$ cat config.mk
export PLATFORM = sky130hd
export DESIGN_NAME = bm_calc_det_flat
export DESIGN_NICKNAME = d
export VERILOG_FILES = /design/src/rtl/bm_pkg.sv /design/src/rtl/bm_calc_det_if.sv /design/src/rtl/bm_det_top2_merge.sv /design/src/rtl/bm_calc_det.sv /design/src/flat_wrapper.sv
export SDC_FILE = /design/constraint.sdc
export NUM_CORES = 1
export LEC_CHECK = 0
export CAP_MARGIN = 20
export CORE_MARGIN = 2
export CORE_UTILIZATION = 40
export CTS_CLUSTER_DIAMETER = 200
export DETAILED_ROUTE_END_ITERATION = 6
export GPL_TIMING_DRIVEN = 1
export HOLD_SLACK_MARGIN = 0.12
export SYNTH_ARGS = -nofsm -noshare
export SYNTH_HDL_FRONTEND = slang
export SYNTH_SLANG_ARGS = --single-unit
$ cat constraint.sdc
create_clock -name clk -period 19.8 [get_ports clk]
set_input_delay 3.96 -clock clk [delete_from_list [all_inputs] [get_ports clk]]
set_output_delay 3.96 -clock clk [all_outputs]
set_load 0.02 [all_outputs]
$ cat src/rtl/bm_pkg.sv
// Shared types and helpers for the block-matching disparity detector.
// Optional feature macro used elsewhere in this slice: BM_DET_MASK_EN.
package bm_pkg;

    localparam int SAD_W    = 16;
    localparam int IDX_W    = 5;
    localparam int LANES    = 8;
    localparam int BEATS    = 4;
    localparam int NUM_CAND = 32;
    localparam int LANE_W   = $clog2(LANES);
    localparam int BEAT_W   = $clog2(BEATS);

    typedef struct packed {
        logic [SAD_W-1:0] min1;
        logic [IDX_W-1:0] idx1;
        logic [SAD_W-1:0] min2;
        logic [IDX_W-1:0] idx2;
    } bm_top2_t;

    // Lexicographic {SAD, index} compare: a SAD tie goes to the lower index.
    function automatic logic key_lt(input logic [SAD_W-1:0] a_sad, input logic [IDX_W-1:0] a_idx,
                                    input logic [SAD_W-1:0] b_sad, input logic [IDX_W-1:0] b_idx);
        return {a_sad, a_idx} < {b_sad, b_idx};
    endfunction

endpackage

$ cat src/rtl/bm_calc_det_if.sv
// SAD beat stream in, top-2 detection result out.
// BM_DET_MASK_EN adds the per-lane sad_mask signal.
interface bm_calc_det_if;
    import bm_pkg::*;

    logic                   sad_vld;
    logic                   sad_sop;
    logic [LANES*SAD_W-1:0] sad_in;
`ifdef BM_DET_MASK_EN
    logic [LANES-1:0]       sad_mask;
`endif
    logic [SAD_W-1:0]       det_min1;
    logic [SAD_W-1:0]       det_min2;
    logic [IDX_W-1:0]       det_idx1;
    logic [IDX_W-1:0]       det_idx2;
    logic                   vout_m1;
    logic                   err_proto;

`ifdef BM_DET_MASK_EN
    modport master (output sad_vld, sad_sop, sad_in, sad_mask,
                    input  det_min1, det_min2, det_idx1, det_idx2, vout_m1, err_proto);
    modport slave  (input  sad_vld, sad_sop, sad_in, sad_mask,
                    output det_min1, det_min2, det_idx1, det_idx2, vout_m1, err_proto);
`else
    modport master (output sad_vld, sad_sop, sad_in,
                    input  det_min1, det_min2, det_idx1, det_idx2, vout_m1, err_proto);
    modport slave  (input  sad_vld, sad_sop, sad_in,
                    output det_min1, det_min2, det_idx1, det_idx2, vout_m1, err_proto);
`endif

endinterface

$ cat src/rtl/bm_det_top2_merge.sv
// Combinational merge of two sorted top-2 pairs into one; equal keys favour input a.
// Not affected by BM_DET_MASK_EN.
module bm_det_top2_merge
    import bm_pkg::*;
(
    input  bm_top2_t a_i,
    input  bm_top2_t b_i,
    output bm_top2_t y_o
);

    // Pick the overall winner, then the runner-up among the loser's head and the winner's tail.
    always_comb begin
        y_o = a_i;
        if (!key_lt(b_i.min1, b_i.idx1, a_i.min1, a_i.idx1)) begin
            y_o.min1 = a_i.min1;
            y_o.idx1 = a_i.idx1;
            if (key_lt(b_i.min1, b_i.idx1, a_i.min2, a_i.idx2)) begin
                y_o.min2 = b_i.min1;
                y_o.idx2 = b_i.idx1;
            end else begin
                y_o.min2 = a_i.min2;
                y_o.idx2 = a_i.idx2;
            end
        end else begin
            y_o.min1 = b_i.min1;
            y_o.idx1 = b_i.idx1;
            if (key_lt(b_i.min2, b_i.idx2, a_i.min1, a_i.idx1)) begin
                y_o.min2 = b_i.min2;
                y_o.idx2 = b_i.idx2;
            end else begin
                y_o.min2 = a_i.min1;
                y_o.idx2 = a_i.idx1;
            end
        end
    end

endmodule

$ cat src/rtl/bm_calc_det.sv
// Per-pixel top-2 SAD detector: stage A reduces one beat, stage B folds beats into a pixel result.
// Optional BM_DET_MASK_EN: masked lanes are forced to all-ones SAD before the tree.
module bm_calc_det
    import bm_pkg::*;
(
    input  logic          clk,
    input  logic          rst,
    bm_calc_det_if.slave  bus
);

    // A lone leaf has no real runner-up; this sentinel is the largest possible key.
    localparam logic [IDX_W-1:0] SENT_IDX = IDX_W'(NUM_CAND - 1);

    logic [BEAT_W-1:0] cnt_q, cnt_d;
    logic [BEAT_W-1:0] beat_idx;
    logic              acc;
    logic              err_d, err_q;

    logic              a_vld_q;
    logic              a_last_q;
    logic [BEAT_W-1:0] a_beat_q;
    bm_top2_t          a_top_q;

    bm_top2_t          run_q, run_d, merged;
    bm_top2_t          det_q;

    bm_top2_t          lvl0 [LANES];
    bm_top2_t          lvl1 [LANES/2];
    bm_top2_t          lvl2 [LANES/4];
    bm_top2_t          lvl3 [LANES/8];

    // Beat acceptance and protocol checking against the beat counter.
    always_comb begin
        acc      = 1'b0;
        beat_idx = cnt_q;
        cnt_d    = cnt_q;
        err_d    = 1'b0;
        if (bus.sad_vld) begin
            if (bus.sad_sop) begin
                acc      = 1'b1;
                beat_idx = '0;
                cnt_d    = BEAT_W'(1);
                err_d    = (cnt_q != '0);
            end else if (cnt_q == '0) begin
                err_d    = 1'b1;
            end else begin
                acc      = 1'b1;
                cnt_d    = (cnt_q == BEAT_W'(BEATS-1)) ? '0 : cnt_q + BEAT_W'(1);
            end
        end
    end

    for (genvar k = 0; k < LANES; k++) begin : g_leaf
        logic [SAD_W-1:0] sad_k;
`ifdef BM_DET_MASK_EN
        assign sad_k = bus.sad_mask[k] ? {SAD_W{1'b1}} : bus.sad_in[k*SAD_W +: SAD_W];
`else
        assign sad_k = bus.sad_in[k*SAD_W +: SAD_W];
`endif
        assign lvl0[k] = '{min1: sad_k, idx1: {beat_idx, LANE_W'(k)},
                           min2: {SAD_W{1'b1}}, idx2: SENT_IDX};
    end

    for (genvar n = 0; n < LANES/2; n++) begin : g_l1
        bm_det_top2_merge u_m (.a_i(lvl0[2*n]), .b_i(lvl0[2*n+1]), .y_o(lvl1[n]));
    end

    for (genvar n = 0; n < LANES/4; n++) begin : g_l2
        bm_det_top2_merge u_m (.a_i(lvl1[2*n]), .b_i(lvl1[2*n+1]), .y_o(lvl2[n]));
    end

    for (genvar n = 0; n < LANES/8; n++) begin : g_l3
        bm_det_top2_merge u_m (.a_i(lvl2[2*n]), .b_i(lvl2[2*n+1]), .y_o(lvl3[n]));
    end

    // Counter, error pulse and stage-A registers.
    always_ff @(posedge clk) begin
        if (rst) begin
            cnt_q    <= '0;
            err_q    <= 1'b0;
            a_vld_q  <= 1'b0;
            a_last_q <= 1'b0;
            a_beat_q <= '0;
            a_top_q  <= '0;
        end else begin
            cnt_q   <= cnt_d;
            err_q   <= err_d;
            a_vld_q <= acc;
            if (acc) begin
                a_top_q  <= lvl3[0];
                a_beat_q <= beat_idx;
                a_last_q <= (beat_idx == BEAT_W'(BEATS-1));
            end
        end
    end

    bm_det_top2_merge u_stage_b (.a_i(run_q), .b_i(a_top_q), .y_o(merged));

    // The first beat of a pixel restarts the running pair instead of merging into stale state.
    always_comb begin
        run_d = (a_beat_q == '0) ? a_top_q : merged;
    end

    // Stage-B running state and the published result.
    always_ff @(posedge clk) begin
        if (rst) begin
            run_q <= '0;
            det_q <= '0;
        end else if (a_vld_q) begin
            run_q <= run_d;
            if (a_last_q) begin
                det_q <= run_d;
            end
        end
    end

    assign bus.det_min1  = det_q.min1;
    assign bus.det_idx1  = det_q.idx1;
    assign bus.det_min2  = det_q.min2;
    assign bus.det_idx2  = det_q.idx2;
    assign bus.vout_m1   = a_vld_q & a_last_q;
    assign bus.err_proto = err_q;

endmodule
$ cat src/flat_wrapper.sv
// flat-port wrapper written by rule: the top's interface ports become plain ports
module bm_calc_det_flat import bm_pkg::*;
  (clk, rst, bus_sad_vld, bus_sad_sop, bus_sad_in, bus_det_min1, bus_det_min2, bus_det_idx1, bus_det_idx2, bus_vout_m1, bus_err_proto);
  bm_calc_det_if bus_i ();
  input  logic clk;
  input  logic rst;
  input wire logic [$bits(bus_i.sad_vld)-1:0] bus_sad_vld;
  input wire logic [$bits(bus_i.sad_sop)-1:0] bus_sad_sop;
  input wire logic [$bits(bus_i.sad_in)-1:0] bus_sad_in;
  output wire logic [$bits(bus_i.det_min1)-1:0] bus_det_min1;
  output wire logic [$bits(bus_i.det_min2)-1:0] bus_det_min2;
  output wire logic [$bits(bus_i.det_idx1)-1:0] bus_det_idx1;
  output wire logic [$bits(bus_i.det_idx2)-1:0] bus_det_idx2;
  output wire logic [$bits(bus_i.vout_m1)-1:0] bus_vout_m1;
  output wire logic [$bits(bus_i.err_proto)-1:0] bus_err_proto;
  assign bus_i.sad_vld = bus_sad_vld;
  assign bus_i.sad_sop = bus_sad_sop;
  assign bus_i.sad_in = bus_sad_in;
  assign bus_det_min1 = bus_i.det_min1;
  assign bus_det_min2 = bus_i.det_min2;
  assign bus_det_idx1 = bus_i.det_idx1;
  assign bus_det_idx2 = bus_i.det_idx2;
  assign bus_vout_m1 = bus_i.vout_m1;
  assign bus_err_proto = bus_i.err_proto;
  bm_calc_det u_core (.clk(clk), .rst(rst), .bus(bus_i));
endmodule
==> results.sh <==
export IMPL_cp_arrival_ns=13.69
export IMPL_total_power_mw=1.77
export IMPL_ys_seq_area_share_pct=16.9
export IMPL_syn_area_mm2=0.0155
export IMPL_cts_tree="yes"
export IMPL_fin_crit_ns=13.36
export IMPL_dr_first_iter_drc_count=1096
export IMPL_max_freq_ghz=0.0749
export IMPL_maxCapViolCount=0
export IMPL_endpoint_kind="flip-flop"
export IMPL_synth_xor_area_share_pct=0
export IMPL_r2r_start="u_core.cnt_q[1]"
export IMPL_portBuffers=175
export IMPL_gr_total_overflow=0
export IMPL_synth_top_family_by_area="compound AO/OA/AOI/OAI gates"
export IMPL_synth_edff_count=0
export IMPL_cts_buffers=17
export IMPL_cts_root_buffer="clkbuf_16"
export IMPL_yosys_cell_types_count=78
export IMPL_timing_slew_headroom_pct=29.9
export IMPL_hp_start="u_core.bus.det_idx1[4]"
export IMPL_synthMuxAreaShare_pct=12.2
export IMPL_r2r_cells=25
export IMPL_setup_ws_ns=6.44
export IMPL_hold_path_class="flip-flop to flip-flop"
export IMPL_critPathSlowestCell="and2_1"
export IMPL_synth_area_leaders="ha_1 (21%), dfxtp_1 (17%), mux2i_1 (7.5%)"
export IMPL_synthCells=2011
export IMPL_cts_htree_levels=4
export IMPL_status="finished clean"
export IMPL_path_clk_slew_ns=0.06
export IMPL_cp_required_ns=20.13
export IMPL_yosys_area_top_type="ha_1"
export IMPL_synth_top_area_share_pct=21.2
export IMPL_worst_pin_slew_ns=1.02
export IMPL_reg2reg_setup_slack_ns=14.25
export IMPL_rsz0062_at_grt="false"
export IMPL_hold_path_endpoint="u_core.bus.det_idx1[4]"
export IMPL_p_leak_nw=7.82
export IMPL_finalWeightedCongestion=1.01
export IMPL_hold_viol_final=0
export IMPL_synth_common_cells="ha_1 (263), a21oi_1 (219), nor2_1 (197)"
export IMPL_avgRoutedWirePerCell_um=20.1
export IMPL_synth_seq_cells=131
export IMPL_die_h_um=201
export IMPL_fin_crit_sh_pct=67.5
export IMPL_ir_worst_vdd_mv=0.0599
export IMPL_finClkSkew_ns=0.0107
export IMPL_r2r_end="u_core.a_top_q[10]"
export IMPL_synthSimpleGateAreaFrac_pct=15.6
export IMPL_area_growth_pct=18.0
export IMPL_critical_path_max_stage_delay_ns=0.72
export IMPL_num_rows=72
export IMPL_p_per_area_mw_per_mm2=96.6
export IMPL_layout_drive_gt1_share_pct=6.37
export IMPL_setup_tns_ns=0
export IMPL_grt_max_degree=82
export IMPL_async_reset_ff_share_pct=0
export IMPL_syn_num_nets=2406
export IMPL_post_place_ws_ns=6.23
export IMPL_dr_pass1_iters=5
export IMPL_start_util_pct=40.3
export IMPL_maxSlewViolCount=0
export IMPL_hpwl_mm=43.3
export IMPL_synth_flop_cell="dfxtp_1"
export IMPL_final_antenna_net_count=0
export IMPL_critPathKind="primary input to flip-flop"
export IMPL_io_pins=176
export IMPL_fill_cells=3765
export IMPL_grt_pass1_vias=14700
export IMPL_grt_pass1_wl_mm=82.7
export IMPL_coreArea_mm2=0.0385
export IMPL_crit_buf_inv=6
export IMPL_die_w_um=201
export IMPL_drt_wl_total_mm=53.4
export IMPL_synth_compound_area_share_pct=26.4
export IMPL_postCtsSetupRepairBufs=0
export IMPL_synth_most_common_cell="ha_1"
export IMPL_cts_buffer_depth=2
export IMPL_drcViolationCount=0
export IMPL_cpLargestDelayFamily="compound AO/OA/AOI/OAI gates"
export IMPL_die_area_mm2=0.0404
export IMPL_via_per_inst=5.78
export IMPL_num_vias=15300
export IMPL_diodes=0
export IMPL_hold_path_depth=2
export IMPL_start_kind="primary input"
export IMPL_avgSynthCellArea_um2=7.72
export IMPL_ys_warn_count=0
export IMPL_synth_adder_area_share_pct=21.3
export IMPL_ctsHoldBuffers=0
export IMPL_clock_latency_ns=0.43
export IMPL_finalSetupViolCount=0
export IMPL_ctsResizeCount=0
export IMPL_nets=2518
export IMPL_antenna_found_initial=0
export IMPL_clock_sinks=131
export IMPL_crit_fanout=79
export IMPL_grtUsageTotal_pct=25.7
power breakdown:
group / leakage, nW / switching, mW / internal (mW)
Sequential: 1.06 / 0.0305 / 0.283
Clock: 0.332 / 0.123 / 0.246
Combinational: 6.42 / 0.657 / 0.429
Total: 7.82 / 0.810 / 0.959
how the worst max path moves through the flow:
| stage | startpoint | end | depth (start not counted) |
|---|---|---|---|
| 6_report | bus_sad_in[47] | u_core.a_top_q[6] | 32 |
| 5_1_grt | bus_sad_in[47] | u_core.a_top_q[6] | 32 |
| 2_1_floorplan | bus_sad_in[47] | u_core.a_top_q[14] | 35 |
| 3_3_place_gp | bus_sad_in[42] | u_core.a_top_q[5] | 31 |
| 3_5_place_dp | bus_sad_in[43] | u_core.a_top_q[5] | 32 |
| 4_1_cts | bus_sad_in[43] | u_core.a_top_q[5] | 32 |
cells in the final DEF, fill, tap and decap left out, types with 17 or more instances in the layout:
cell,count
a211oi_1,35
inv_1,172
nand2_1,141
ha_1,263
a311oi_1,20
mux2i_1,116
nor2_1,196
a22oi_1,22
clkdlybuf4s50_1,174
dfxtp_1,131
o22ai_1,45
nand3_1,17
o21ai_0,92
mux2_2,39
nand4_1,32
buf_4,26
nand2b_1,47
nor3_1,18
o221ai_1,20
o211ai_1,17
o21bai_1,22
clkbuf_16,17
a31oi_1,21
nand3b_1,19
a21oi_1,219
a21o_1,52
logic make-up (layout without fill, tap and decap cells):
group,after synthesis,in the layout
buffers and inverters,281,406
AOI/OAI and AO/OA,639,639
and+or+nand+nor,521,521
adders and majority gates,264,264
muxes,175,175
DFF,131,131
per-layer routing:
metal / GRT usage, % / up-vias / routed length [µm]
met5: 0 / - / 0
met1: 35.5 / 7144 / 25100
met4: 11.2 / 0 / 2240
met2: 40.5 / 498 / 23300
li1: - / 7608 / -
met3: 2.87 / 81 / 2730
area by class of cell:
| class | count | area [µm²] | area share, % |
|---|---|---|---|
| inverters | 174 | 653 | 3.57 |
| clock buffers | 20 | 467 | 2.55 |
| clock inverters | 12 | 226 | 1.24 |
| multi-input cells | 1599 | 11800 | 64.2 |
| well taps | 518 | 648 | 3.54 |
| repair buffers | 200 | 1940 | 10.6 |
| flip-flops and latches | 131 | 2620 | 14.3 |
through the flow:
stage / hold WS [ns] / std cells / instance area (µm²) / utilization (%)
final: 0.453 / 2654 / 18300 / 47.6
after CTS: 0.454 / 2654 / 18300 / 47.6
after detailed placement: 0.446 / 2622 / 17600 / 45.8
after global routing: 0.479 / 2654 / 18300 / 47.6
after floorplan: 0.432 / 2011 / 15500 / -
after global placement: 0.446 / 2622 / 17600 / 45.8
worst reg2reg max path, stage by stage, from the launching register on:
cell	delay [ns]
dfxtp_1	0.35
inv_1	0.09
a21oi_1	0.25
inv_1	0.10
ha_1	0.29
o21ai_0	0.14
nand2b_1	0.07
inv_1	0.11
a311oi_1	0.10
o221ai_1	0.21
o211ai_1	0.12
buf_4	0.26
mux2i_1	0.16
mux2_2	0.31
ha_1	0.31
o21a_1	0.14
o21a_1	0.11
o211ai_1	0.09
a211o_1	0.28
o211ai_1	0.10
a31oi_1	0.14
or2_2	0.55
o21ai_0	0.64
o22ai_1	0.18
o21bai_1	0.19
a31oi_1	0.19
flip-flops by register name (all words and copies together) (netlist names):
signal                flops
u_core.a_vld_q            1
u_core.a_top_q           42
u_core.cnt_q              2
u_core.a_last_q           1
u_core.bus.err_proto      1
u_core.bus.det_min2      16
u_core.bus.det_idx1       5
u_core.run_q             42
u_core.bus.det_idx2       5
u_core.bus.det_min1      16
Power figures use the tool's default switching activity.
==> edit (same settings) <==
Make the reset (`rst`) asynchronous in 2 clocked blocks.
--- a/src/rtl/bm_calc_det.sv
+++ b/src/rtl/bm_calc_det.sv
@@ -75,5 +75,5 @@
 
     // Counter, error pulse and stage-A registers.
-    always_ff @(posedge clk) begin
+    always_ff @(posedge clk or posedge rst) begin
         if (rst) begin
             cnt_q    <= '0;
@@ -103,5 +103,5 @@
 
     // Stage-B running state and the published result.
-    always_ff @(posedge clk) begin
+    always_ff @(posedge clk or posedge rst) begin
         if (rst) begin
             run_q <= '0;
Formal check against the unedited RTL: differs if rst is asserted again (counterexample within 4 cycles, from zero or initial values and one cycle with rst high); with rst held inactive, the same outputs for 4 cycles.
==> edit against the original RTL <==
  * Non-clock buffer count grew 3
  * Area after synthesis rose by 1.9%
  * Critical endpoint is now u_core.a_top_q[10]
  * Power rose by 40%
  * Final area rose by 2.0%
  * Core utilization increased by 0.49 points
  * First-iteration DRC count grew 8.2%
  * Largest power group unchanged
  * Critical path depth rose by 1
  * Routed wire length rose by 2.5%
  * Die area rose by 1.9%
  * Sequential cell count is the same
  * Fmax rose by 1.2%
  * Worst setup slack better by 0.15 ns
==> edit: results (changes against the original RTL) <==
Global route
  • Pin count of the biggest net entering global routing: 86 (+4.9%)
  • Met2 track demand over resource: 39.6% (-0.88 points)
  • Grt met1 use: 39.5% (+4.0 points)
  • First-pass GRT wire length: 85400 um (+3.4%)
  • Met3 global-route usage: 3.24% (+0.37 points)

Synth
  • Top post-synthesis cells by area: ha_1 (21%), dfrtp_1 (21%), mux2i_1 (9.7%)
  • Primary FF master, synth: dfrtp_1
  • Fraction of registers with async set/reset: 100% (+100 points)
  • Syn_nets: 2312 (-3.9%)
  • Seq/Total Area, Yosys: 20.7% (+3.8 points)
  • Synth top cells by count: ha_1 (263), inv_1 (205), mux2i_1 (154)
  • Distinct cells, synth: 71 (-9.0%)
  • Syn Area/Cell: 8.25 um^2 (+6.9%)

Placement
  • HPWL Detailed: 44700 um (+3.2%)
  • DP Area: 18100 um^2 (+2.5%)
  • Placer congestion estimate: 0.996 (-1.5%)
  • Pre-CTS WS: 6.39 ns (+0.159 ns)
  • Placed cell count: 2540 (-3.1%)

Critical path
  • Launch point of the worst reg-to-reg path: u_core.cnt_q[1]
  • Critical path startpoint: bus_sad_in[39]
  • Crit path DAT: 13.53 ns (-0.16 ns)
  • Slowest stage cell, crit path: a2111oi_0
  • Max FO, Critical Path: 41 (-48%)
  • Max stage delay on crit path: 0.94 ns (+0.22 ns)
  • Top Family by Delay on Critical Path: compound AO/OA/AOI/OAI gates

Layout
  • Fraction of area in multi-input gates: 61.0% (-3.2 points)
  • Clock buffer count: 18 (-10%)
  • Layout cells sized above 1: 7.15% (+0.79 points)
  • Multi-input gate count: 1483 (-7.3%)
  • Fillers: 3821 (+1.5%)
  • ClkCell Share: 3.25% (-0.54 points)
  • Fin util: 48.1% (+0.49 points)
  • Non-clk bufs: 203 (+1.5%)
  • Nets: 2437 (-3.2%)
  • Non-clock buffering overhead: 10.5% (-0.037 points)

Route
  • First drt pass iteration count: 6 (+1)
  • Via density: 5.88 (+1.8%)
  • DR iter-0 viols: 1186 (+8.2%)
  • Total number of vias: 15100 (-1.3%)
  • Met2 WL: 23000 um (-1.2%)
  • WL met1: 27000 um (+7.2%)
  • Wire length on met3: 2980 um (+9.2%)

Clock network
  • Number of H-tree levels: 4 (unchanged)

Floorplanning
  • Core area: 38800 um^2 (+0.94%)

Power
  • Lkg Pwr: 9.16 nW (+17%)
  • Switching share of power: 49.0% (+3.2 points)
  • Max rail drop VDD: 0.0000556 V (-7.1%)
  • P_comb: 1.63 mW (+50%)

Timing
  • Slew HR: 19.0% (-11 points)
  • Skew final: 0.00960 ns (-0.00107 ns)

Outcome
  • Status: finished clean

Worst hold path
  • Hold Path Origin: u_core.bus.det_min1[14]
edit: final timing paths:
check,end,slack [ns],depth (start not counted)
max,u_core.a_top_q[10],6.59,33
min,u_core.bus.det_min1[14],0.47,2
max reg2reg,u_core.a_top_q[10],13.88,22
min reg2reg,u_core.bus.det_min1[14],0.47,2
max in group asynchronous,u_core.a_top_q[19],14.37,3
min in group asynchronous,u_core.run_q[25],4.03,2
edit: logic make-up after synthesis:
kind of cell	count (synthesis)	share of synthesized area (%)
AOI/OAI and AO/OA	607	25.8
adders and majority gates	268	21.1
buffers and inverters	303	7.57
DFF	131	20.7
muxes	202	13.3
and+or+nand+nor	406	11.4
edit: worst min-delay path, delay by kind of cell (launching register included):
| family | cells | cell delay [ns] |
|---|---|---|
| flip-flops | 1 | 0.33 |
| AO/OA/AOI/OAI | 1 | 0.06 |
| AND/OR/NAND/NOR | 1 | 0.05 |
